<file path="src/rtl/muldiv_unit.sv">
// Iterative RV32M multiply/divide unit: 32 shift-add or restoring-divide steps, then a
// sign-fix/select cycle and a one-cycle done pulse. Fixed 34-cycle latency for all ops.
`timescale 1ns/1ps
module muldiv_unit #(
  parameter int unsigned XLEN = 32
) (
  input  logic            clk,
  input  logic            reset,
  input  logic            start,
  input  logic [2:0]      funct3,
  input  logic [XLEN-1:0] rs1_data,
  input  logic [XLEN-1:0] rs2_data,
  input  logic [4:0]      rd_addr,
  input  logic            kill,
  output logic            busy,
  output logic            done,
  output logic [XLEN-1:0] result,
  output logic [4:0]      waddr,
  output logic            reg_wr
);

  typedef enum logic [1:0] {StIdle, StCalc, StFix, StDone} state_e;

  state_e            state_q, state_d;
  logic [4:0]        count_q;
  logic [2:0]        op_q;
  logic [4:0]        rd_q;
  logic [XLEN-1:0]   a_raw_q;
  logic [XLEN-1:0]   opb_q;
  logic [2*XLEN-1:0] acc_q;
  logic [XLEN-1:0]   rem_q;
  logic              neg_a_q, neg_b_q, b_zero_q;
  logic [XLEN-1:0]   result_q;
  logic [4:0]        waddr_q;

  logic              a_signed, b_signed, in_neg_a, in_neg_b;
  logic [XLEN-1:0]   abs_a, abs_b;
  logic [XLEN:0]     mul_sum;
  logic [2*XLEN-1:0] mul_next;
  logic [XLEN:0]     div_shift;
  logic              div_ge;
  logic [XLEN-1:0]   div_sub;
  logic              prod_neg;
  logic [2*XLEN-1:0] prod_fix;
  logic [XLEN-1:0]   quo_fix, rem_fix, fix_result;

  // Operand magnitudes and signs at capture time
  always_comb begin
    a_signed = (funct3 == 3'd1) || (funct3 == 3'd2) || (funct3 == 3'd4) || (funct3 == 3'd6);
    b_signed = (funct3 == 3'd1) || (funct3 == 3'd4) || (funct3 == 3'd6);
    in_neg_a = a_signed && rs1_data[XLEN-1];
    in_neg_b = b_signed && rs2_data[XLEN-1];
    abs_a    = in_neg_a ? (0 - rs1_data) : rs1_data;
    abs_b    = in_neg_b ? (0 - rs2_data) : rs2_data;
  end

  // One iteration step: acc_q low half is the multiplier (mul) or dividend/quotient (div)
  always_comb begin
    mul_sum   = {1'b0, acc_q[2*XLEN-1:XLEN]} + (acc_q[0] ? {1'b0, opb_q} : '0);
    mul_next  = {mul_sum, acc_q[XLEN-1:1]};
    div_shift = {rem_q, acc_q[XLEN-1]};
    div_ge    = div_shift >= {1'b0, opb_q};
    div_sub   = div_shift[XLEN-1:0] - opb_q;
  end

  always_comb begin
    prod_neg = neg_a_q ^ neg_b_q;
    prod_fix = prod_neg ? (0 - acc_q) : acc_q;
    quo_fix  = prod_neg ? (0 - acc_q[XLEN-1:0]) : acc_q[XLEN-1:0];
    rem_fix  = neg_a_q ? (0 - rem_q) : rem_q;
    if (b_zero_q) begin
      quo_fix = '1;
      rem_fix = a_raw_q;
    end
    case (op_q)
      3'd0:             fix_result = prod_fix[XLEN-1:0];
      3'd1, 3'd2, 3'd3: fix_result = prod_fix[2*XLEN-1:XLEN];
      3'd4, 3'd5:       fix_result = quo_fix;
      default:          fix_result = rem_fix;
    endcase
  end

  always_comb begin
    state_d = state_q;
    unique case (state_q)
      StIdle: if (start) state_d = StCalc;
      StCalc: begin
        if (kill)                 state_d = StIdle;
        else if (count_q == 5'd31) state_d = StFix;
      end
      StFix:  state_d = kill ? StIdle : StDone;
      StDone: state_d = StIdle;
      default: state_d = StIdle;
    endcase
  end

  always_ff @(posedge clk) begin
    if (reset) begin
      state_q  <= StIdle;
      count_q  <= '0;
      op_q     <= '0;
      rd_q     <= '0;
      a_raw_q  <= '0;
      opb_q    <= '0;
      acc_q    <= '0;
      rem_q    <= '0;
      neg_a_q  <= 1'b0;
      neg_b_q  <= 1'b0;
      b_zero_q <= 1'b0;
      result_q <= '0;
      waddr_q  <= '0;
    end else begin
      state_q <= state_d;
      case (state_q)
        StIdle: begin
          if (start) begin
            op_q     <= funct3;
            rd_q     <= rd_addr;
            a_raw_q  <= rs1_data;
            neg_a_q  <= in_neg_a;
            neg_b_q  <= in_neg_b;
            b_zero_q <= (rs2_data == '0);
            count_q  <= '0;
            rem_q    <= '0;
            // Multiply: multiplier B in the low half; divide: dividend A in the low half
            opb_q    <= funct3[2] ? abs_b : abs_a;
            acc_q    <= {{XLEN{1'b0}}, (funct3[2] ? abs_a : abs_b)};
          end
        end
        StCalc: begin
          count_q <= count_q + 5'd1;
          if (!op_q[2]) begin
            acc_q <= mul_next;
          end else begin
            acc_q[XLEN-1:0] <= {acc_q[XLEN-2:0], div_ge};
            rem_q           <= div_ge ? div_sub : div_shift[XLEN-1:0];
          end
        end
        StFix: begin
          if (!kill) begin
            result_q <= fix_result;
            waddr_q  <= rd_q;
          end
        end
        default: ;
      endcase
    end
  end

  assign busy   = (state_q != StIdle);
  assign done   = (state_q == StDone);
  assign result = result_q;
  assign waddr  = waddr_q;
  assign reg_wr = done && (waddr_q != 5'd0);

endmodule

</file>
<file path="config.mk">
export PLATFORM = sky130hd
export DESIGN_NAME = muldiv_unit
export DESIGN_NICKNAME = d
export VERILOG_FILES = /design/src/rtl/muldiv_unit.sv
export SDC_FILE = /design/constraint.sdc
export NUM_CORES = 1
export LEC_CHECK = 0
export CAP_MARGIN = 0
export CORE_MARGIN = 3
export CORE_UTILIZATION = 59
export CTS_BUF_LIST = sky130_fd_sc_hd__clkbuf_16
export CTS_CLUSTER_DIAMETER = 150
export DETAILED_ROUTE_END_ITERATION = 10
export GPL_TIMING_DRIVEN = 1
export PLACE_DENSITY = 0.79
export SYNTH_ARGS = -nofsm -noshare
export SYNTH_HDL_FRONTEND = slang
export SYNTH_SLANG_ARGS = --single-unit
</file>
<file path="constraint.sdc">
create_clock -name clk -period 8.6 [get_ports clk]
set_input_delay 2.15 -clock clk [delete_from_list [all_inputs] [get_ports clk]]
set_output_delay 2.15 -clock clk [all_outputs]
set_load 0.005 [all_outputs]
</file>
* Word-level counts from Yosys, hierarchy flattened
Cells that the tools add are included.
** Storage, ports and cells
- Register bits after elaboration :: 215
- Input bits :: 76
- Output and inout port bits :: 40
- Word-level logic and storage cells :: 90
** Cells by class
- $add $sub $neg :: 8
- $lt $le $gt $ge :: 1
- Eq/ne operators :: 17
- Mux-type cells :: 26
- Bitwise gates (word level) :: 2
- Reductions and logical operators :: 22
** Operators with widths (number)
- 32-bit two-way mux :: 14
- 64-bit two-way mux :: 2
- 64-bit case mux with 2 select lines :: 1
- 1-bit by 32-bit subtractor with 32-bit output (first input constant) :: 4
- 32-bit case mux with 3 select lines :: 1
- 32-bit case mux with 2 select lines :: 1
- 1-bit by 64-bit subtractor with 64-bit output (first input constant) :: 1
- 32-bit by 32-bit adder with 33-bit output :: 1
- 33-bit by 32-bit >= comparator with 1-bit output :: 1
- 32-bit zero test :: 1
- 32-bit subtractor :: 1
- 3-bit == test (second input constant) :: 4
- 5-bit case mux with 2 select lines :: 1
- 3-bit by 2-bit == test with 1-bit output (second input constant) :: 3
- 2-bit two-way mux :: 4
- 2-bit case mux with 4 select lines :: 1
- 2-bit AND reduction :: 4
- 3-bit by 1-bit == test with 1-bit output (second input constant) :: 2
- 2-bit inequality test (second input constant) :: 3
- 3-bit AND reduction :: 2
- 5-bit by 1-bit adder with 5-bit output (second input constant) :: 1
- 5-bit == test (second input constant) :: 1
- 1-bit logical OR :: 5
- 5-bit two-way mux :: 1
- other kinds (12) :: 16

* Depth between registers and ports, before layout
Gate-level depths: netlist of run 1.
- Depth in word-level cells :: 9
- Depth in mapped cells :: 14
- Mapped depth without buffers :: 13

* Worst setup path after synthesis of run 1
No wires, ideal clock.
- Path type :: input-to-reg
- From :: input port rs2_data[5]
- To :: register opb_q[22]
- Library setup time :: 65 ps
- Arrival :: 4729 ps
- Required time :: 8535 ps
- Setup slack :: 3806 ps
- Stages on the path :: 9
- Path buffers :: 0
- Cell sequence :: or4_1 > or4_1 > or4_1 > or3_1 > o31a_1 > xnor2_1 > a211oi_1 > a21oi_1 > nor2_1
** Between the ends
- Longest elaborated chain between the ends :: 3
** RTL lines
- from (decl) :: line 12 : input logic [XLEN-1:0] rs2_data,
- 1-bit by 32-bit subtractor with 32-bit output :: line 54 : abs_b = in_neg_b ? (0 - rs2_data) : rs2_data;
- 32-bit two-way mux :: line 54
- 32-bit two-way mux :: line 126 : opb_q <= funct3[2] ? abs_b : abs_a;
- to (signal assigned) :: line 126
- to (decl) :: line 29 : logic [XLEN-1:0] opb_q;
No other way between the ends.
A chain may end at the register's enable or synchronous reset.

* Worst setup path in the final report of run 1
- From :: input port rs2_data[3]
- To :: register opb_q[20]
The elaborated chain is that of the path after synthesis.

==> run_results.csv, run 1 <==
group,metric,value,unit
floorplanning,fp.coreArea,27200,um^2
hold_path,hold_depth,2,
pwr,seq_power_share,37.4,%
final_layout,final_area,18600,um^2
clocking,cts_max_level,1,
setup_path,cp_max_fo,5,
detailed_routing,viasPerCell,6.68,
synthesis,synth_edf_count,0,
global_route,gr-usage-all-layers,39.0,%
hold_path,holdPathEnd,"opb_q[6]",
sta,clock-skew-final,0.0194,ns
pwr,power.share.clock,39.1,%
final_layout,instances_no_fill,2664,
sta,slew_violations,0,
placement,post-dp-hpwl,46400,um
setup_path,crit_slowest_cell,"or4_1",
setup_path,r2r_slack,3.59,ns
clocking,clock_latency,0.55,ns
clocking,cts_resized,0,
setup_path,slowest_delay,0.59,ns
placement,post_dp_cell_area,17700,um^2
sta,setup_viol,0,
clocking,ctsHoldBuffers,0,
pwr,p_int,1.98,mW
global_route,antenna_found_initial,2,
synthesis,synthArstFlopShare,0,%
setup_path,path_common_cell,"or4_1",
synthesis,postSynthCellCount,2250,
synthesis,yosysSeqAreaShare,26.1,%
synthesis,synth_ff_type,"dfxtp_1",
final_layout,nets,2419,
flow_run,drv_cap,0,
synthesis,ys_warn_count,0,
clocking,clockRootBuffer,"clkbuf_16",
sta,fmax,0.196,GHz
synthesis,avgSynthCellArea,7.32,um^2
sta,hold_viol,0,
final_layout,area_delta_synth_final,13.0,%
global_route,grt_pass1_wl,93400,um
synthesis,synth_common_cells,"nand2_1, a21oi_1, dfxtp_1",
synthesis,synthTopCellsByArea,"dfxtp_1, a21oi_1, nand2_1",
detailed_routing,route.detailed.drc,0,
sta,tightest_slew,1.31,ns
clocking,cts_tree,"done",
setup_path,worstReg2RegStart,"opb_q[4]",
detailed_routing,drt-total-wl,60900,um
synthesis,synth_nets,2398,
setup_path,r2r_cells,11,
global_route,busiest_layer,"met2",
hold_path,hold_class,"flop to flop",
clocking,post_cts_buffers,0,
detailed_routing,vias,17800,
detailed_routing,drtPass1Iterations,6,
pwr,power.share.switching,33.1,%
floorplanning,initial_core_util,60.6,%
sta,slew_headroom,12.5,%
global_route,grt_pass1_vias,16100,
floorplanning,fp.dieW,173,um
global_route,grt_max_degree,94,
detailed_routing,post_drt_wl_per_cell,22.9,um
floorplanning,rows,60,
placement,portBuffers,115,
setup_path,crit_required,8.97,ns
final_layout,drive_gt1_share,3.97,%
setup_path,worstPathArrival,5.46,ns
clocking,cts_buffers,26,
setup_path,start_kind,"primary input",
sta,tns,0,ns
synthesis,synth.top_cell.area_share,26.1,%
clocking,cts_buffer_depth,3,
setup_path,path_cells,"clkdlybuf4s50_1 > or4_1 > or4_1 > or4_1 > or3_1 > o31a_1 > xnor2_1 > nand2_1 > o211ai_1 > a21oi_1",
floorplanning,die_h,173,um
sta,setup_ws,3.51,ns
synthesis,yosysTopAreaCell,"dfxtp_1",
synthesis,netlist_area,16500,um^2
global_route,grt_util_met2,60.1,%
sta,rsz0062_at_grt,"false",
pwr,power_leakage,7.15,nW
placement,dp_slack,3.03,ns
global_route,gr-usage-met1,53.2,%
sta,fin_crit,5.09,ns
global_route,gr-total-overflow,0,
pwr,combPwrFrac,23.6,%
placement,place.gp.congestion,1.01,
synthesis,yosys_register_bits,215,
clocking,clk_pin_slew_worst_paths,0.06,ns
global_route,groute.layer.met3.usage,7.66,%
synthesis,synthDistinctLibCells,68,
pwr,vdd_drop_max,0.000159,V
floorplanning,dieArea,29900,um^2
placement,dp.cells,2615,
setup_path,reg2reg_to,"rem_q[4]",
clocking,cts_num_sinks,215,
synthesis,synth_most_common_cell,"nand2_1",
detailed_routing,drt_iter0_drc,2260,
pwr,power_density,159,nW/um^2
outcome,status,"complete, no violations",
setup_path,crit_type,"primary input to flop",
pwr,p_sw,0.978,mW
detailed_routing,final_antenna_net_count,0,
setup_path,crit_path_end_kind,"flop",
hold_path,hold_path.startpoint,"opb_q[6]",
floorplanning,ios,116,
sta,fin_crit_sh,59.2,%
-- layout by cell type, fill, tap and decap left out, drive strengths merged, types with 10 or more instances in the layout --
master and n:
a211oi 34, and3 13, clkbuf 27, mux2i 54
o41ai 20, and2 16, or3 22, o21a 10
a21o 26, nor2 214, nor4 18, dfxtp 215
o21ai 172, nor2b 16, a22o 18, xor2 90
o31ai 34, nand2 280, a32oi 11, a31oi 28
xnor2 113, a21oi 259, clkdlybuf4s50 113, nand2b 18
nand3 36, a221oi 25, inv 72, a22oi 14
ha 70, clkinv 14, nor3 50, o21bai 11
or4 24, o211ai 24, o221ai 10, buf 24
-- metrics by stage --
stage                     hold slack [ns]  total power [mW]  utilization, %
after floorplan                     0.425              1.57               -
after global placement              0.439              1.78            65.2
after detailed placement            0.446              1.80            65.2
after CTS                           0.454              2.93            68.5
after global routing                0.462              3.05            68.5
final                               0.453              2.96            68.5
-- power by group through the flow --
stage	clock network [mW]	registers, mW	logic (mW)
6_report	1.16	1.11	0.697
5_1_grt	1.19	1.11	0.754
4_1_cts	1.16	1.10	0.676
3_5_place_dp	0	1.12	0.671
3_3_place_gp	0	1.12	0.663
2_1_floorplan	0	1.09	0.481
-- state kept, by name, indices dropped and copies added (netlist names), 2 cells and up --
register / cells
a_raw_q: 32
acc_q: 64
result: 32
count_q: 5
state_q: 2
op_q: 3
waddr: 5
opb_q: 32
rd_q: 5
rem_q: 32
-- layer usage --
layer	vias up	wire, um
li1	8182	-
met5	-	12
met1	8340	24500
met3	186	6900
met4	2	3470
met2	1092	26000
-- area by class of cell --
| type | count | area (um^2) |
|---|---|---|
| fillers | 2375 | 8570 |
| diodes | 1 | 2.50 |
| well taps | 372 | 465 |
| inverters | 72 | 270 |
| clock buffers | 27 | 676 |
| multi-input cells | 1819 | 11400 |
| flip-flops and latches | 215 | 4310 |
| clock inverters | 21 | 209 |
| repair buffers | 137 | 1310 |
-- how the worst max path moves through the flow --
| stage | end | startpoint | cells after the start |
|---|---|---|---|
| after floorplan | opb_q[22] | rs2_data[5] | 9 |
| after global placement | opb_q[20] | rs2_data[5] | 10 |
| after detailed placement | opb_q[20] | rs2_data[3] | 10 |
| after CTS | opb_q[20] | rs2_data[5] | 10 |
| after global routing | rem_q[4] | acc_q[31] | 13 |
| final | opb_q[20] | rs2_data[3] | 10 |
-- worst max-delay path, delay by kind of cell --
| kind | cells | cell delay (ns) |
|---|---|---|
| buf+inv | 1 | 0.49 |
| simple gates | 5 | 2.06 |
| compound gates | 3 | 0.48 |
| xor+xnor | 1 | 0.28 |
-- logic make-up (layout without fill, tap and decap cells) --
| logic type | Yosys count | after routing | synth area share [%] |
|---|---|---|---|
| mux | 55 | 55 | 3.35 |
| simple gates | 741 | 741 | 20.6 |
| other cells | 0 | 1 | 0 |
| buf+inv | 216 | 257 | 5.00 |
| xor+xnor | 203 | 203 | 10.8 |
| fa+ha+maj | 72 | 72 | 5.56 |
| flops | 215 | 215 | 26.1 |
| compound gates | 748 | 748 | 28.5 |
(Power assumes the default switching activity.)
==> run 2: changes to the inputs <==
- clock period: 8.6 -> 5.25 ns (I/O delays scaled with it)
==> run_results.csv, run 2 (synthesized netlist as in run 1, its figures left out) <==
group,metric,value,unit
sta,tns,0,ns
sta,clock-skew-final,0.0274,ns
setup_path,slowest_delay,0.61,ns
global_route,gr-total-overflow,0,
final_layout,final_area,18700,um^2
final_layout,postLayoutCoreUtil,68.7,%
floorplanning,ios,116,
sta,fin_crit,4.13,ns
sta,tightest_slew,1.22,ns
setup_path,crit_required,5.64,ns
detailed_routing,drtPass1Iterations,7,
global_route,grt_max_degree,90,
detailed_routing,viasPerCell,6.62,
setup_path,path_cells,"clkdlybuf4s50_1 > or4_1 > or4_1 > or4_1 > or3_1 > o31a_1 > xnor2_1 > nand2_1 > o211ai_1 > a21oi_1",
final_layout,drive_gt1_share,4.34,%
placement,portBuffers,115,
global_route,grt_pass1_vias,16000,
detailed_routing,drt_iter0_drc,2192,
detailed_routing,drt-total-wl,61100,um
clocking,cts_buffer_depth,3,
final_layout,largest_register_ffs,64,
setup_path,start_kind,"primary input",
global_route,antenna_found_initial,7,
clocking,clockRootBuffer,"clkbuf_16",
setup_path,path_common_cell,"or4_1",
clocking,ctsHoldBuffers,0,
sta,fin_crit_sh,78.7,%
placement,place.gp.congestion,1.04,
detailed_routing,final_antenna_net_count,0,
floorplanning,fp.dieW,173,um
sta,slew_violations,0,
final_layout,instances_no_fill,2676,
detailed_routing,post_drt_wl_per_cell,22.8,um
clocking,clock_latency,0.56,ns
placement,dp.cells,2627,
setup_path,crit_path_end_kind,"flop",
sta,rsz0062_at_grt,"false",
clocking,cts_tree,"done",
clocking,clk_pin_slew_worst_paths,0.07,ns
setup_path,path_buf_inv,1,
clocking,cts_num_sinks,215,
final_layout,nets,2431,
sta,hold_viol,0,
setup_path,crit_family,"simple AND/OR/NAND/NOR gates",
pwr,power_density,256,nW/um^2
sta,setup_viol,0,
final_layout,final_common_cell,"nand2_1",
floorplanning,rows,60,
sta,slew_headroom,17.9,%
final_layout,area_delta_synth_final,13.4,%
hold_path,hold_class,"flop to flop",
placement,post_dp_cell_area,17800,um^2
clocking,cts_max_level,1,
placement,post-dp-hpwl,46700,um
clocking,cts_resized,0,
final_layout,final_cell_mix,"nand2_1, a21oi_1, dfxtp_1",
floorplanning,fp.coreArea,27200,um^2
setup_path,cp_max_fo,5,
pwr,vdd_drop_max,0.000264,V
setup_path,crit_type,"primary input to flop",
setup_path,worstPathArrival,4.52,ns
floorplanning,dieArea,29900,um^2
global_route,grt_pass1_wl,92600,um
detailed_routing,route.detailed.drc,0,
detailed_routing,vias,17700,
sta,fmax,0.242,GHz
final_layout,top_register,"acc_q",
global_route,gr-usage-all-layers,38.6,%
flow_run,drv_cap,0,
setup_path,crit_slowest_cell,"or4_1",
pwr,power_leakage,7.22,nW
clocking,cts_buffers,26,
floorplanning,initial_core_util,60.6,%
outcome,status,"complete, no violations",
floorplanning,die_h,173,um
clocking,post_cts_buffers,0,
-- run 2: per-stage QoR --
step	setup WS (ns)	hold slack (ns)	power, mW
after floorplan	1.29	0.425	2.57
after global routing	0.947	0.467	4.93
after detailed placement	0.597	0.447	2.95
after global placement	0.617	0.434	2.93
after CTS	1.16	0.455	4.74
final	1.12	0.454	4.78
-- run 2: path summary, 6_finish.rpt --
path          startpoint         end  slack, ns  cells after the start
max          rs2_data[5]   opb_q[20]       1.12                     10
min              rd_q[2]    waddr[2]       0.45                      2
max reg2reg     acc_q[1]  result[14]       1.19                     10
min reg2reg      rd_q[2]    waddr[2]       0.45                      2
-- run 2: power by group --
group / internal [mW] / switching [mW]
logic: 0.423 / 0.725
registers: 1.70 / 0.105
clock network: 1.05 / 0.772
-- run 2: metal layers --
layer / share of wire [%] / vias to the layer above / track usage (%)
li1: - / 8194 / -
met1: 41 / 8376 / 51.7
met3: 10 / 173 / 8.15
met2: 44 / 963 / 60.9
met5: 0.12 / - / 0
met4: 4.9 / 12 / 15.5
-- run 2: final cells by class --
class / instances / area [um^2]
Antenna cell: 1 / 2.50
Clock buffer: 26 / 651
Clock inverter: 22 / 195
Fill cell: 2374 / 8500
Inverter: 72 / 270
Multi-Input combinational cell: 1819 / 11400
Sequential cell: 215 / 4310
Tap cell: 372 / 465
Timing Repair Buffer: 149 / 1410
-- run 2: worst min-delay path, cell delays in order, from the launching register on --
cell and delay, ns:
dfxtp_1 0.31, nand2_1 0.05, a21oi_1 0.05
==> run 3: changes to the inputs <==
- clock period: 5.25 -> 4.05 ns (I/O delays scaled with it)
==> run_results.csv, run 3 (synthesized netlist as in run 1, its figures left out) <==
group,metric,value,unit
outcome,status,"complete, no violations",
floorplanning,fp.coreArea,27200,um^2
clocking,clock_latency,0.55,ns
final_layout,area_delta_synth_final,16.5,%
placement,place.gp.congestion,1.04,
setup_path,start_kind,"flop",
hold_path,hold_depth,2,
hold_path,hold_class,"flop to flop",
flow_run,drv_cap,0,
setup_path,crit_path_end_kind,"flop",
placement,post-dp-hpwl,49300,um
placement,post_dp_cell_area,18300,um^2
global_route,grt_max_degree,107,
final_layout,final_cell_mix,"nand2_1, a21oi_1, dfxtp_1",
final_layout,nets,2491,
floorplanning,dieArea,29900,um^2
pwr,vdd_drop_max,0.000361,V
final_layout,final_area,19200,um^2
sta,fmax,0.260,GHz
final_layout,postLayoutCoreUtil,70.6,%
clocking,cts_buffers,26,
sta,tightest_slew,1.09,ns
detailed_routing,vias,18400,
hold_path,hold_path.startpoint,"a_raw_q[21]",
clocking,cts_buffer_depth,3,
final_layout,drive_gt1_share,6.77,%
sta,fin_crit_sh,94.8,%
setup_path,reg2reg_to,"acc_q[56]",
floorplanning,ios,116,
clocking,clockRootBuffer,"clkbuf_16",
detailed_routing,drtPass1Iterations,6,
sta,slew_violations,0,
floorplanning,initial_core_util,60.6,%
pwr,power.total,6.36,mW
global_route,grt_pass1_wl,98900,um
clocking,cts_num_sinks,215,
sta,fin_crit,3.84,ns
placement,portBuffers,115,
setup_path,r2r_cells,12,
detailed_routing,post_drt_wl_per_cell,23.8,um
final_layout,insertedDiodeCount,0,
pwr,power_density,332,nW/um^2
sta,setup_ws,0.210,ns
clocking,post_cts_buffers,0,
setup_path,r2r_slack,0.21,ns
placement,dp_slack,-0.212,ns
sta,hold_viol,0,
sta,hold_slack,0.457,ns
final_layout,register_area,4310,um^2
floorplanning,rows,60,
global_route,antenna_found_initial,1,
global_route,grt_pass1_vias,17300,
setup_path,crit_required,4.48,ns
sta,clock-skew-final,0.0223,ns
clocking,cts_tree,"done",
detailed_routing,drt_iter0_drc,2342,
final_layout,largest_register_ffs,64,
detailed_routing,drt-total-wl,65100,um
final_layout,top_register,"acc_q",
sta,rsz0062_at_grt,"false",
clocking,cts_max_level,1,
setup_path,crit_type,"flop to flop",
floorplanning,die_h,173,um
floorplanning,fp.dieW,173,um
global_route,gr-total-overflow,0,
sta,setup_viol,0,
detailed_routing,route.detailed.drc,0,
setup_path,worstPathArrival,4.27,ns
detailed_routing,viasPerCell,6.73,
global_route,gr-usage-all-layers,41.2,%
final_layout,num-fill-cells,2237,
setup_path,worstReg2RegStart,"acc_q[0]",
final_layout,multiInputGateArea,11400,um^2
clocking,clk_pin_slew_worst_paths,0.06,ns
placement,dp.cells,2687,
final_layout,instances_no_fill,2735,
sta,tns,0,ns
setup_path,cp_max_fo,11,
sta,slew_headroom,26.4,%
final_layout,final_common_cell,"nand2_1",
pwr,power_leakage,7.51,nW
detailed_routing,final_antenna_net_count,0,
hold_path,holdPathEnd,"a_raw_q[21]",
-- run 3: area by class of cell --
type	instances	share of cell area (%)
Multi-Input combinational cell	1819	59.4
Timing Repair Buffer	209	9.77
Inverter	72	1.41
Clock buffer	27	3.52
Tap cell	372	2.43
Sequential cell	215	22.4
Clock inverter	21	1.04
-- run 3: worst max-delay path, stage by stage, from the launching register on --
cell and delay, ns:
dfxtp_1 0.45, inv_1 0.28, buf_4 0.25, nor2_1 0.18, ha_1 0.38, a21o_1 0.28, a211oi_1 0.28, a21boi_0 0.27
o311ai_0 0.40, a311oi_1 0.42, o21bai_1 0.15, xor2_1 0.17, a22o_1 0.22
-- run 3: repair_timing --
action,4_1_cts,5_1_grt
setup endpoints to repair,0,31
gates resized for setup,0,5
endpoints found under the hold margin,0,0
hold buffers,0,0
-- run 3: worst max path at each step --
stage	startpoint	endpoint	depth (start not counted)
global route	opb_q[1]	rem_q[6]	13
finish	acc_q[0]	acc_q[56]	12
detailed placement	rs2_data[5]	opb_q[22]	10
CTS	acc_q[31]	rem_q[15]	13
floorplan	rs2_data[5]	opb_q[22]	9
global placement	rs2_data[5]	opb_q[22]	10
-- run 3: per-layer routing --
layer / up-vias / wire length (um) / track usage (%)
met5: - / 11 / 0
met4: 2 / 4250 / 21.8
met3: 240 / 7550 / 8.94
met2: 1257 / 28100 / 64.1
met1: 8589 / 25200 / 53.6
li1: 8325 / - / -
-- run 3: report_power, final --
part,total [mW],switching [mW],internal (mW)
clock network,2.43,0.976,1.46
logic,1.59,0.996,0.594
registers,2.34,0.130,2.21
